### config.mk
export PLATFORM = sky130hd
export DESIGN_NAME = alu_issue_queue
export DESIGN_NICKNAME = d
export VERILOG_FILES = /design/src/rtl/alu_issue_queue.sv
export SDC_FILE = /design/constraint.sdc
export NUM_CORES = 1
export LEC_CHECK = 0
export CAP_MARGIN = 15
export CORE_ASPECT_RATIO = 0.7
export CORE_MARGIN = 2
export CORE_UTILIZATION = 55
export CTS_BUF_LIST = sky130_fd_sc_hd__clkbuf_4
export DETAILED_ROUTE_END_ITERATION = 8
export PLACE_DENSITY = 0.78
export SETUP_SLACK_MARGIN = 0.02
export SYNTH_ARGS = -nofsm -noshare
export SYNTH_HDL_FRONTEND = slang
export SYNTH_SLANG_ARGS = --single-unit
### constraint.sdc
create_clock -name clk -period 40.8 [get_ports clk]
set_input_delay 4.08 -clock clk [delete_from_list [all_inputs] [get_ports clk]]
set_output_delay 4.08 -clock clk [all_outputs]
set_load 0.005 [all_outputs]
### src/rtl/alu_issue_queue.sv
// alu_issue_queue: parametrised ALU reservation station / issue queue.
// Holds renamed uops, snoops NUM_WK wakeup ports, and issues the oldest
// entry with both operands ready over a valid/ready handshake.
// Optional macro ALU_IQ_WAKEUP_BYPASS_EN: select also treats operands
// matching a same-cycle wakeup as ready (zero-cycle wakeup-to-issue).
`timescale 1ns/1ps
module alu_issue_queue #(
    parameter int DEPTH  = 8,
    parameter int NUM_WK = 2,
    parameter int PREG_W = 7,
    parameter int ROB_W  = 4,
    parameter int OPC_W  = 7,
    parameter int IMM_W  = 32
) (
    input  logic                       clk,
    input  logic                       reset,
    input  logic                       flush,
    input  logic                       disp_valid,
    output logic                       disp_ready,
    input  logic [OPC_W-1:0]           disp_opcode,
    input  logic [PREG_W-1:0]          disp_prd,
    input  logic [PREG_W-1:0]          disp_pr1,
    input  logic [PREG_W-1:0]          disp_pr2,
    input  logic                       disp_pr1_ready,
    input  logic                       disp_pr2_ready,
    input  logic [IMM_W-1:0]           disp_imm,
    input  logic [1:0]                 disp_fu,
    input  logic [ROB_W-1:0]           disp_rob_index,
    input  logic [NUM_WK-1:0]          wk_valid,
    input  logic [NUM_WK*PREG_W-1:0]   wk_preg,
    output logic                       iss_valid,
    input  logic                       iss_ready,
    output logic [OPC_W-1:0]           iss_opcode,
    output logic [PREG_W-1:0]          iss_prd,
    output logic [PREG_W-1:0]          iss_pr1,
    output logic [PREG_W-1:0]          iss_pr2,
    output logic [IMM_W-1:0]           iss_imm,
    output logic [1:0]                 iss_fu,
    output logic [ROB_W-1:0]           iss_rob_index,
    output logic [$clog2(DEPTH):0]     free_count
);
    localparam int AGE_W = $clog2(DEPTH);
    localparam int CNT_W = AGE_W + 1;

    // Entry storage; age = number of younger valid entries.
    logic [DEPTH-1:0]              e_vld;
    logic [DEPTH-1:0][OPC_W-1:0]   e_opc;
    logic [DEPTH-1:0][PREG_W-1:0]  e_prd;
    logic [DEPTH-1:0][PREG_W-1:0]  e_pr1;
    logic [DEPTH-1:0][PREG_W-1:0]  e_pr2;
    logic [DEPTH-1:0]              e_pr1_rdy;
    logic [DEPTH-1:0]              e_pr2_rdy;
    logic [DEPTH-1:0][IMM_W-1:0]   e_imm;
    logic [DEPTH-1:0][1:0]         e_fu;
    logic [DEPTH-1:0][ROB_W-1:0]   e_rob;
    logic [DEPTH-1:0][AGE_W-1:0]   e_age;

    logic [DEPTH-1:0] wk1, wk2, cand;
    logic             wk_d1, wk_d2;
    logic             sel_found;
    logic [AGE_W-1:0] sel_idx, sel_age, alloc_idx;
    logic             do_disp, do_issue;

    function automatic logic wk_hit(input logic [NUM_WK-1:0] v,
                                    input logic [NUM_WK*PREG_W-1:0] tags,
                                    input logic [PREG_W-1:0] tag);
        logic hit;
        hit = 1'b0;
        for (int i = 0; i < NUM_WK; i++)
            if (v[i] && tags[i*PREG_W +: PREG_W] == tag) hit = 1'b1;
        return hit;
    endfunction

    // Match every stored source tag and the dispatching sources against the wakeup ports
    always_comb begin
        wk1 = '0;
        wk2 = '0;
        for (int e = 0; e < DEPTH; e++) begin
            wk1[e] = wk_hit(wk_valid, wk_preg, e_pr1[e]);
            wk2[e] = wk_hit(wk_valid, wk_preg, e_pr2[e]);
        end
        wk_d1 = wk_hit(wk_valid, wk_preg, disp_pr1);
        wk_d2 = wk_hit(wk_valid, wk_preg, disp_pr2);
    end

    // Oldest-ready select: among ready entries pick the largest age
    always_comb begin
        cand      = '0;
        sel_found = 1'b0;
        sel_idx   = '0;
        sel_age   = '0;
        for (int e = 0; e < DEPTH; e++) begin
`ifdef ALU_IQ_WAKEUP_BYPASS_EN
            cand[e] = e_vld[e] & (e_pr1_rdy[e] | wk1[e]) & (e_pr2_rdy[e] | wk2[e]);
`else
            cand[e] = e_vld[e] & e_pr1_rdy[e] & e_pr2_rdy[e];
`endif
            if (cand[e] && (!sel_found || e_age[e] > sel_age)) begin
                sel_found = 1'b1;
                sel_idx   = AGE_W'(e);
                sel_age   = e_age[e];
            end
        end
    end

    // Free-entry count and lowest-index free slot for allocation
    always_comb begin
        free_count = '0;
        alloc_idx  = '0;
        for (int e = DEPTH - 1; e >= 0; e--) begin
            if (!e_vld[e]) begin
                free_count = free_count + CNT_W'(1);
                alloc_idx  = AGE_W'(e);
            end
        end
    end

    assign disp_ready = !reset && (free_count != '0);
    assign iss_valid  = sel_found && !flush && !reset;
    assign do_issue   = iss_valid && iss_ready;
    assign do_disp    = disp_valid && disp_ready && !flush;

    assign iss_opcode    = e_opc[sel_idx];
    assign iss_prd       = e_prd[sel_idx];
    assign iss_pr1       = e_pr1[sel_idx];
    assign iss_pr2       = e_pr2[sel_idx];
    assign iss_imm       = e_imm[sel_idx];
    assign iss_fu        = e_fu[sel_idx];
    assign iss_rob_index = e_rob[sel_idx];

    // Entry update: flush beats issue beats dispatch; ages track relative order
    always_ff @(posedge clk) begin
        if (reset || flush) begin
            e_vld <= '0;
            e_age <= '0;
        end else begin
            for (int e = 0; e < DEPTH; e++) begin
                if (do_issue && sel_idx == AGE_W'(e)) begin
                    e_vld[e] <= 1'b0;
                end else if (e_vld[e]) begin
                    // Younger issued entry leaving shrinks our age; a new dispatch grows it.
                    e_age[e] <= e_age[e] + AGE_W'(do_disp)
                                - AGE_W'(do_issue && (sel_age < e_age[e]));
                    if (wk1[e]) e_pr1_rdy[e] <= 1'b1;
                    if (wk2[e]) e_pr2_rdy[e] <= 1'b1;
                end else if (do_disp && alloc_idx == AGE_W'(e)) begin
                    e_vld[e]     <= 1'b1;
                    e_age[e]     <= '0;
                    e_opc[e]     <= disp_opcode;
                    e_prd[e]     <= disp_prd;
                    e_pr1[e]     <= disp_pr1;
                    e_pr2[e]     <= disp_pr2;
                    e_pr1_rdy[e] <= disp_pr1_ready | wk_d1;
                    e_pr2_rdy[e] <= disp_pr2_ready | wk_d2;
                    e_imm[e]     <= disp_imm;
                    e_fu[e]      <= disp_fu;
                    e_rob[e]     <= disp_rob_index;
                end
            end
        end
    end
endmodule
==> results of run 1 <==
worst max-delay path: cells and delay by family (launching register included):
| kind | cells | cell delay [ps] |
|---|---|---|
| AO/OA/AOI/OAI | 27 | 7070 |
| AND/OR/NAND/NOR | 11 | 2800 |
| adder cells (fa/ha/maj) | 7 | 2080 |
| buffers and inverters | 3 | 1470 |
| flip-flops | 1 | 760 |
| multiplexers | 1 | 400 |
where the power goes:
| group | switching [mW] | leakage (nW) | total, mW | internal [mW] |
|---|---|---|---|---|
| clock network | 0.230 | 1.03 | 0.477 | 0.248 |
| registers | 0.00121 | 5.16 | 0.649 | 0.648 |
| logic | 0.0316 | 3.97 | 0.0548 | 0.0232 |
| total | 0.263 | 10.2 | 1.18 | 0.919 |
how the worst max path moves through the flow:
stage	start	to	cells after the start
6_report	e_vld[0]	iss_pr1[6]	49
5_1_grt	e_vld[0]	iss_pr1[6]	50
4_1_cts	e_vld[0]	iss_pr1[6]	48
3_5_place_dp	e_vld[0]	iss_pr1[6]	48
3_3_place_gp	e_vld[0]	iss_pr1[6]	50
2_1_floorplan	e_vld[0]	iss_fu[0]	58
cells by family (layout without fill, tap and decap cells):
family	count (synthesis)	count (layout)	synth area share
mux	138	138	0.04976
xor+xnor	278	278	0.09043
fa+ha+maj	69	69	0.03320
compound gates	455	455	0.1289
simple gates	298	298	0.05768
buf+inv	202	504	0.02952
flops	576	576	0.6105
other cells	0	7	0
layer usage:
metal	GRT usage	wire, um
met3	0.08739	9967
met1	0.4037	29750
met5	0	27
met2	0.4411	34450
met4	0.09869	2066
state kept, by name (all words and copies together) (netlist names):
signal     count
e_opc         56
e_age         24
e_vld          8
e_pr2         56
e_rob         32
e_prd         56
e_pr2_rdy      8
e_pr1_rdy      8
e_imm        256
e_fu          16
e_pr1         56
layout by cell type, fill, tap and decap left out, types with 43 or more instances in the layout:
cell type,n
sky130_fd_sc_hd__a221oi_1,132
sky130_fd_sc_hd__buf_4,43
sky130_fd_sc_hd__clkbuf_4,197
sky130_fd_sc_hd__clkdlybuf4s50_1,160
sky130_fd_sc_hd__edfxtp_1,544
sky130_fd_sc_hd__ha_1,61
sky130_fd_sc_hd__inv_1,60
sky130_fd_sc_hd__mux2i_1,136
sky130_fd_sc_hd__nand2_1,45
sky130_fd_sc_hd__nand4_1,49
sky130_fd_sc_hd__nor2_1,56
sky130_fd_sc_hd__o21ai_0,51
sky130_fd_sc_hd__o22a_1,67
sky130_fd_sc_hd__o31ai_1,70
sky130_fd_sc_hd__xnor2_1,171
sky130_fd_sc_hd__xor2_1,101
metrics by stage:
step | hold WS, ps | setup WS [ps]
after floorplan | 471.0 | 25810
after global placement | 487.7 | 22820
after detailed placement | 501.0 | 22440
after CTS | 515.6 | 21420
after global routing | 533.5 | 20110
final | 515.0 | 21170
cell type report:
type	instances	share of cell area
antenna	7	0.0005498
inverter	63	0.007462
tap	665	0.02612
timing repair buffer	204	0.06056
clock inverter	40	0.008836
multi-input combinational	1238	0.3172
sequential	576	0.5328
clock buffer	197	0.04642
==> results_dict.tcl, run 1 <==
set metrics [dict create \
    vias_per_cell 6.509 \
    synth_warnings 0 \
    min_path_cells 2 \
    critical_path.most_common_cell "sky130_fd_sc_hd__ha_1" \
    port_buffers 160 \
    tritoncts_buffers 136 \
    area_growth_pct 14.57 \
    drt-wirelength-per-cell_um 25.50 \
    timing.final.hold_violations 0 \
    crit-reg2reg-capture "e_age[8]" \
    timing.setup.tns_ps 0 \
    final_util 0.6423 \
    report.power.total_mw 1.182 \
    synth_seq_area_share 0.6105 \
    max-clock-path-buffers 3 \
    die_width_um 272.8 \
    syn_nets 2174 \
    fin_worst_skew_ps 80.48 \
    drive_gt1_frac 0.1290 \
    p_leak_nw 10.16 \
    synth_cell_type_count 81 \
    synth_top_cells_by_count "sky130_fd_sc_hd__edfxtp_1 (544), sky130_fd_sc_hd__xnor2_1 (171), sky130_fd_sc_hd__mux2i_1 (136)" \
    via_count 19460 \
    most_numerous_cell_in_the_yosys_netlist "sky130_fd_sc_hd__edfxtp_1" \
    run_status "finished, final reports clean" \
    critical_path.endpoint_type "primary output" \
    min-delay-path-class "register to register" \
    synth_largest_type_area_fraction 0.5874 \
    finalCriticalPeriod_ps 19630 \
    h-tree-depth 4 \
    final_antenna_net_count 0 \
    grt_start_max_net_pins 78 \
    grt_remaining_overflow 0 \
    layout.nets 2377 \
    dpl.hpwl_um 45510 \
    critical-path-max-stage-delay_ps 780 \
    grt_first_pass_wirelength_um 114500 \
    worst-endpoint-required_ps 36720 \
    hold_start "e_age[14]" \
    finalWeightedCongestion 0.9718 \
    worst_pin_slew_ps 1135 \
    cp_max_fo 52 \
    grt_util_all_layers 0.2918 \
    cp_data_arrival_time_ps 15550 \
    wirelength_um 76250 \
    dr.pass1.iters 5 \
    die-area_um2 52410 \
    fin_cells 2990 \
    post-synth-top-area-cell "sky130_fd_sc_hd__edfxtp_1" \
    timing.hold.worst_endpoint "e_age[14]" \
    grt_pass1_vias 19110 \
    design_area_um2 31860 \
    rr_startpoint "e_vld[0]" \
    clock.fmax_ghz 0.05093 \
    ios 161 \
    r2r.worst_path.cells 59 \
    numPlacedInstances 2745 \
    cts.hold.buffers_added 0 \
    cts_post_setup_buffers_inserted 0 \
    post-route-drc-count 0 \
    synth_flop_cell "sky130_fd_sc_hd__edfxtp_1" \
    kind_of_start_point_of_the_critical_path "register" \
    ys_async_sr_fraction 0 \
    number_of_antenna_violations_at_the_first_check_in_global_routing 7 \
    synth_area_leaders "sky130_fd_sc_hd__edfxtp_1 (59%), sky130_fd_sc_hd__xnor2_1 (5.4%), sky130_fd_sc_hd__mux2i_1 (4.9%), sky130_fd_sc_hd__a221oi_1 (4.2%), sky130_fd_sc_hd__xor2_1 (3.2%)" \
    power_per_cell_area_nw_per_um2 37.09 \
    initial_util 0.5606 \
    regToRegSetupSlack_ps 25650 \
    maxcap_violations 0 \
    criticalPathCategory "register to primary output" \
    syn-mean-instance-area_um2 13.79 \
    slew_headroom 0.2432 \
    rows 68 \
    clkLatencyLatePin_ps 920 \
    floorplan.core_area_um2 49600 \
    finalMaxSlewViolations 0 \
    fp.dieH_um 192.1 \
    postSynthRegisterBits 576 \
    layout.filler_cells 3492 \
    cts_num_sinks 576 \
    post_synth_instance_area_um2 27810 \
    dpl_cell_area_um2 30080 \
    power.ir.vdd_worst_v 0.00002696 \
    setup_viol 0 \
    detail_route.iter0.violations 2723 \
    critical_path.slowest_cell "sky130_fd_sc_hd__nor3_4" \
    post_cts.resized_instances 0 \
    tritoncts "built" \
    rsz_0062_raised_after_global_routing "false" \
    fin_crit_sh 0.4812 \
    storage_cell_area_um2 16980 \
    clock-root-buffer "sky130_fd_sc_hd__clkbuf_4" \
    post_synth_edffs 544 \
    clk_transition_reported_paths_ps 70 \
    multi_input_comb_area_um2 10110 \
    postSynthCellCount 2016 \
]
(Power assumes the default switching activity.)
==> run 2: changes to the inputs <==
==> constraint.sdc (replaced) <==
create_clock -name clk -period 19.5 [get_ports clk]
set_input_delay 1.95 -clock clk [delete_from_list [all_inputs] [get_ports clk]]
set_output_delay 1.95 -clock clk [all_outputs]
set_load 0.005 [all_outputs]
==> run 2 against run 1 <==
Effect of this change: critical path depth did not move; hold slack lost 7.8 ps; global-route usage grew 0.29 points; via count decreased by 0.23%; cell area is 0.23% lower; setup slack lost 19000 ps; count of clock-buffer cells in the layout stayed put; clock power is 100% higher; highest routed layer unchanged; flip-flop and latch count did not move; non-clock buffer count decreased by 1; largest cell class unchanged; power increased by 110%.
==> results_dict.tcl, run 2 (synthesis gave the netlist of run 1 again) <==
set metrics [dict create \
    criticalPathCategory "register to primary output" \
    timing.setup.tns_ps 0 \
    initial_util 0.5606 \
    via_count 19420 \
    maxcap_violations 0 \
    crit-reg2reg-capture "e_age[5]" \
    ios 161 \
    grt_pass1_vias 19160 \
    kind_of_start_point_of_the_critical_path "register" \
    layout.filler_cells 3610 \
    worst-endpoint-required_ps 17550 \
    run_status "finished, final reports clean" \
    area_growth_pct 14.30 \
    slew_headroom 0.1377 \
    report.power.total_mw 2.446 \
    regToRegSetupSlack_ps 4080 \
    cts_num_sinks 576 \
    storage_cell_area_um2 16980 \
    floorplan.core_area_um2 49600 \
    layout.cells.most_common_list "sky130_fd_sc_hd__edfxtp_1 (544), sky130_fd_sc_hd__clkbuf_4 (197), sky130_fd_sc_hd__xnor2_1 (171)" \
    vias_per_cell 6.514 \
    port_buffers 160 \
    worst_pin_slew_ps 1289 \
    critical-path-top-delay-family "compound AO/OA/AOI/OAI gates" \
    setup_viol 0 \
    largest_reg_flops 256 \
    drive_gt1_frac 0.1269 \
    clock.fmax_ghz 0.05735 \
    globalRouteMet2Util 0.4331 \
    die-area_um2 52410 \
    cp_data_arrival_time_ps 15490 \
    grt_util_all_layers 0.2946 \
    global_route.peak_usage_layer "met2" \
    grtUsageMet1 0.3966 \
    clk_transition_reported_paths_ps 80 \
    dpl.hpwl_um 46450 \
    detail_route.iter0.violations 2610 \
    critical_path.slowest_cell "sky130_fd_sc_hd__nor3_4" \
    clkLatencyLatePin_ps 870 \
    tritoncts "built" \
    max-clock-path-buffers 3 \
    post-route-drc-count 0 \
    power_per_cell_area_nw_per_um2 76.95 \
    worstSetupStartpoint "e_vld[0]" \
    wirelength_um 77040 \
    fin_crit_sh 0.8943 \
    die_width_um 272.8 \
    p_leak_nw 10.13 \
    cts.hold.buffers_added 0 \
    critical_path.endpoint_type "primary output" \
    critPathBufInv 3 \
    rows 68 \
    registers.top_by_ff_count "e_imm" \
    cts_post_setup_buffers_inserted 0 \
    number_of_antenna_violations_at_the_first_check_in_global_routing 11 \
    r2r.worst_path.cells 59 \
    multi_input_comb_area_um2 10100 \
    timing.hold.worst_endpoint "e_age[14]" \
    final_antenna_net_count 0 \
    fin_worst_skew_ps 60.23 \
    h-tree-depth 4 \
    fp.dieH_um 192.1 \
    grt_first_pass_wirelength_um 115100 \
    layout.nets 2379 \
    tritoncts_buffers 139 \
    finalCriticalPeriod_ps 17440 \
    grt_start_max_net_pins 102 \
    critical-path-max-stage-delay_ps 980 \
    finalMaxSlewViolations 0 \
    mostFrequentLayoutCell "sky130_fd_sc_hd__edfxtp_1" \
    clock-root-buffer "sky130_fd_sc_hd__clkbuf_4" \
    timing.final.hold_violations 0 \
    rr_startpoint "e_vld[0]" \
    post_cts.resized_instances 0 \
    grt_util_met3 0.1154 \
    min_path_cells 2 \
    dr.pass1.iters 7 \
    rsz_0062_raised_after_global_routing "false" \
    min-delay-path-class "register to register" \
    finalWeightedCongestion 0.9625 \
    drt-wirelength-per-cell_um 25.84 \
    power.ir.vdd_worst_v 0.00006081 \
    grt_remaining_overflow 0 \
    hold_start "e_age[14]" \
    critical_path.most_common_cell "sky130_fd_sc_hd__ha_1" \
    cp_max_fo 41 \
]
==> run 2: layout make-up <==
cell class              instances  share of cell area
flip-flops and latches        576              0.5341
multi-input cells            1238              0.3178
repair buffers                203             0.06085
clock buffers                 197             0.04653
well taps                     665             0.02618
inverters                      63            0.007479
clock inverters                31            0.006455
diodes                          8           0.0006298
==> run 2: worst max path at each step <==
stage	cells past startpoint	slack (ps)	endpoint
global route	49	930	iss_pr2[3]
detailed placement	48	3190	iss_pr2[6]
CTS	48	2190	iss_pr2[6]
global placement	51	3630	iss_pr2[0]
finish	49	2060	iss_imm[30]
floorplan	66	6640	e_age[8]
==> run 2: stage by stage <==
stage               setup slack, ps  std cells  cell area, um^2    util  hold WS [ps]
floorplan                      6635       2016            27810       -         471.0
global placement               3625       2744            30080  0.6064         495.9
detailed placement             3190       2744            30080  0.6064         496.8
CTS                            2190       2972            31760  0.6403         513.2
global route                  932.5       2981            31790  0.6408         549.6
finish                         2062       2981            31790  0.6408         507.2
==> run 2: power by group <==
part | leakage (nW) | switching, mW | internal (mW)
Clock | 1.01 | 0.470 | 0.501
Combinational | 3.96 | 0.0673 | 0.0485
Sequential | 5.16 | 0.00255 | 1.36
==> run 2: routing by layer <==
layer	part of all wire	vias up
met2	0.44	1300
met5	0.00070	-
li1	-	8413
met3	0.14	183
met4	0.026	8
met1	0.39	9513
==> run 2: worst register-to-register path, delay by kind of cell, from the launching register on <==
| family | cells | cell delay (ps) |
|---|---|---|
| DFF | 1 | 760 |
| muxes | 1 | 390 |
| xor gates and xnor gates | 1 | 140 |
| adders and majority gates | 11 | 3300 |
| buffers and inverters | 4 | 510 |
| and+or+nand+nor | 11 | 2030 |
| AOI/OAI and AO/OA | 31 | 8220 |
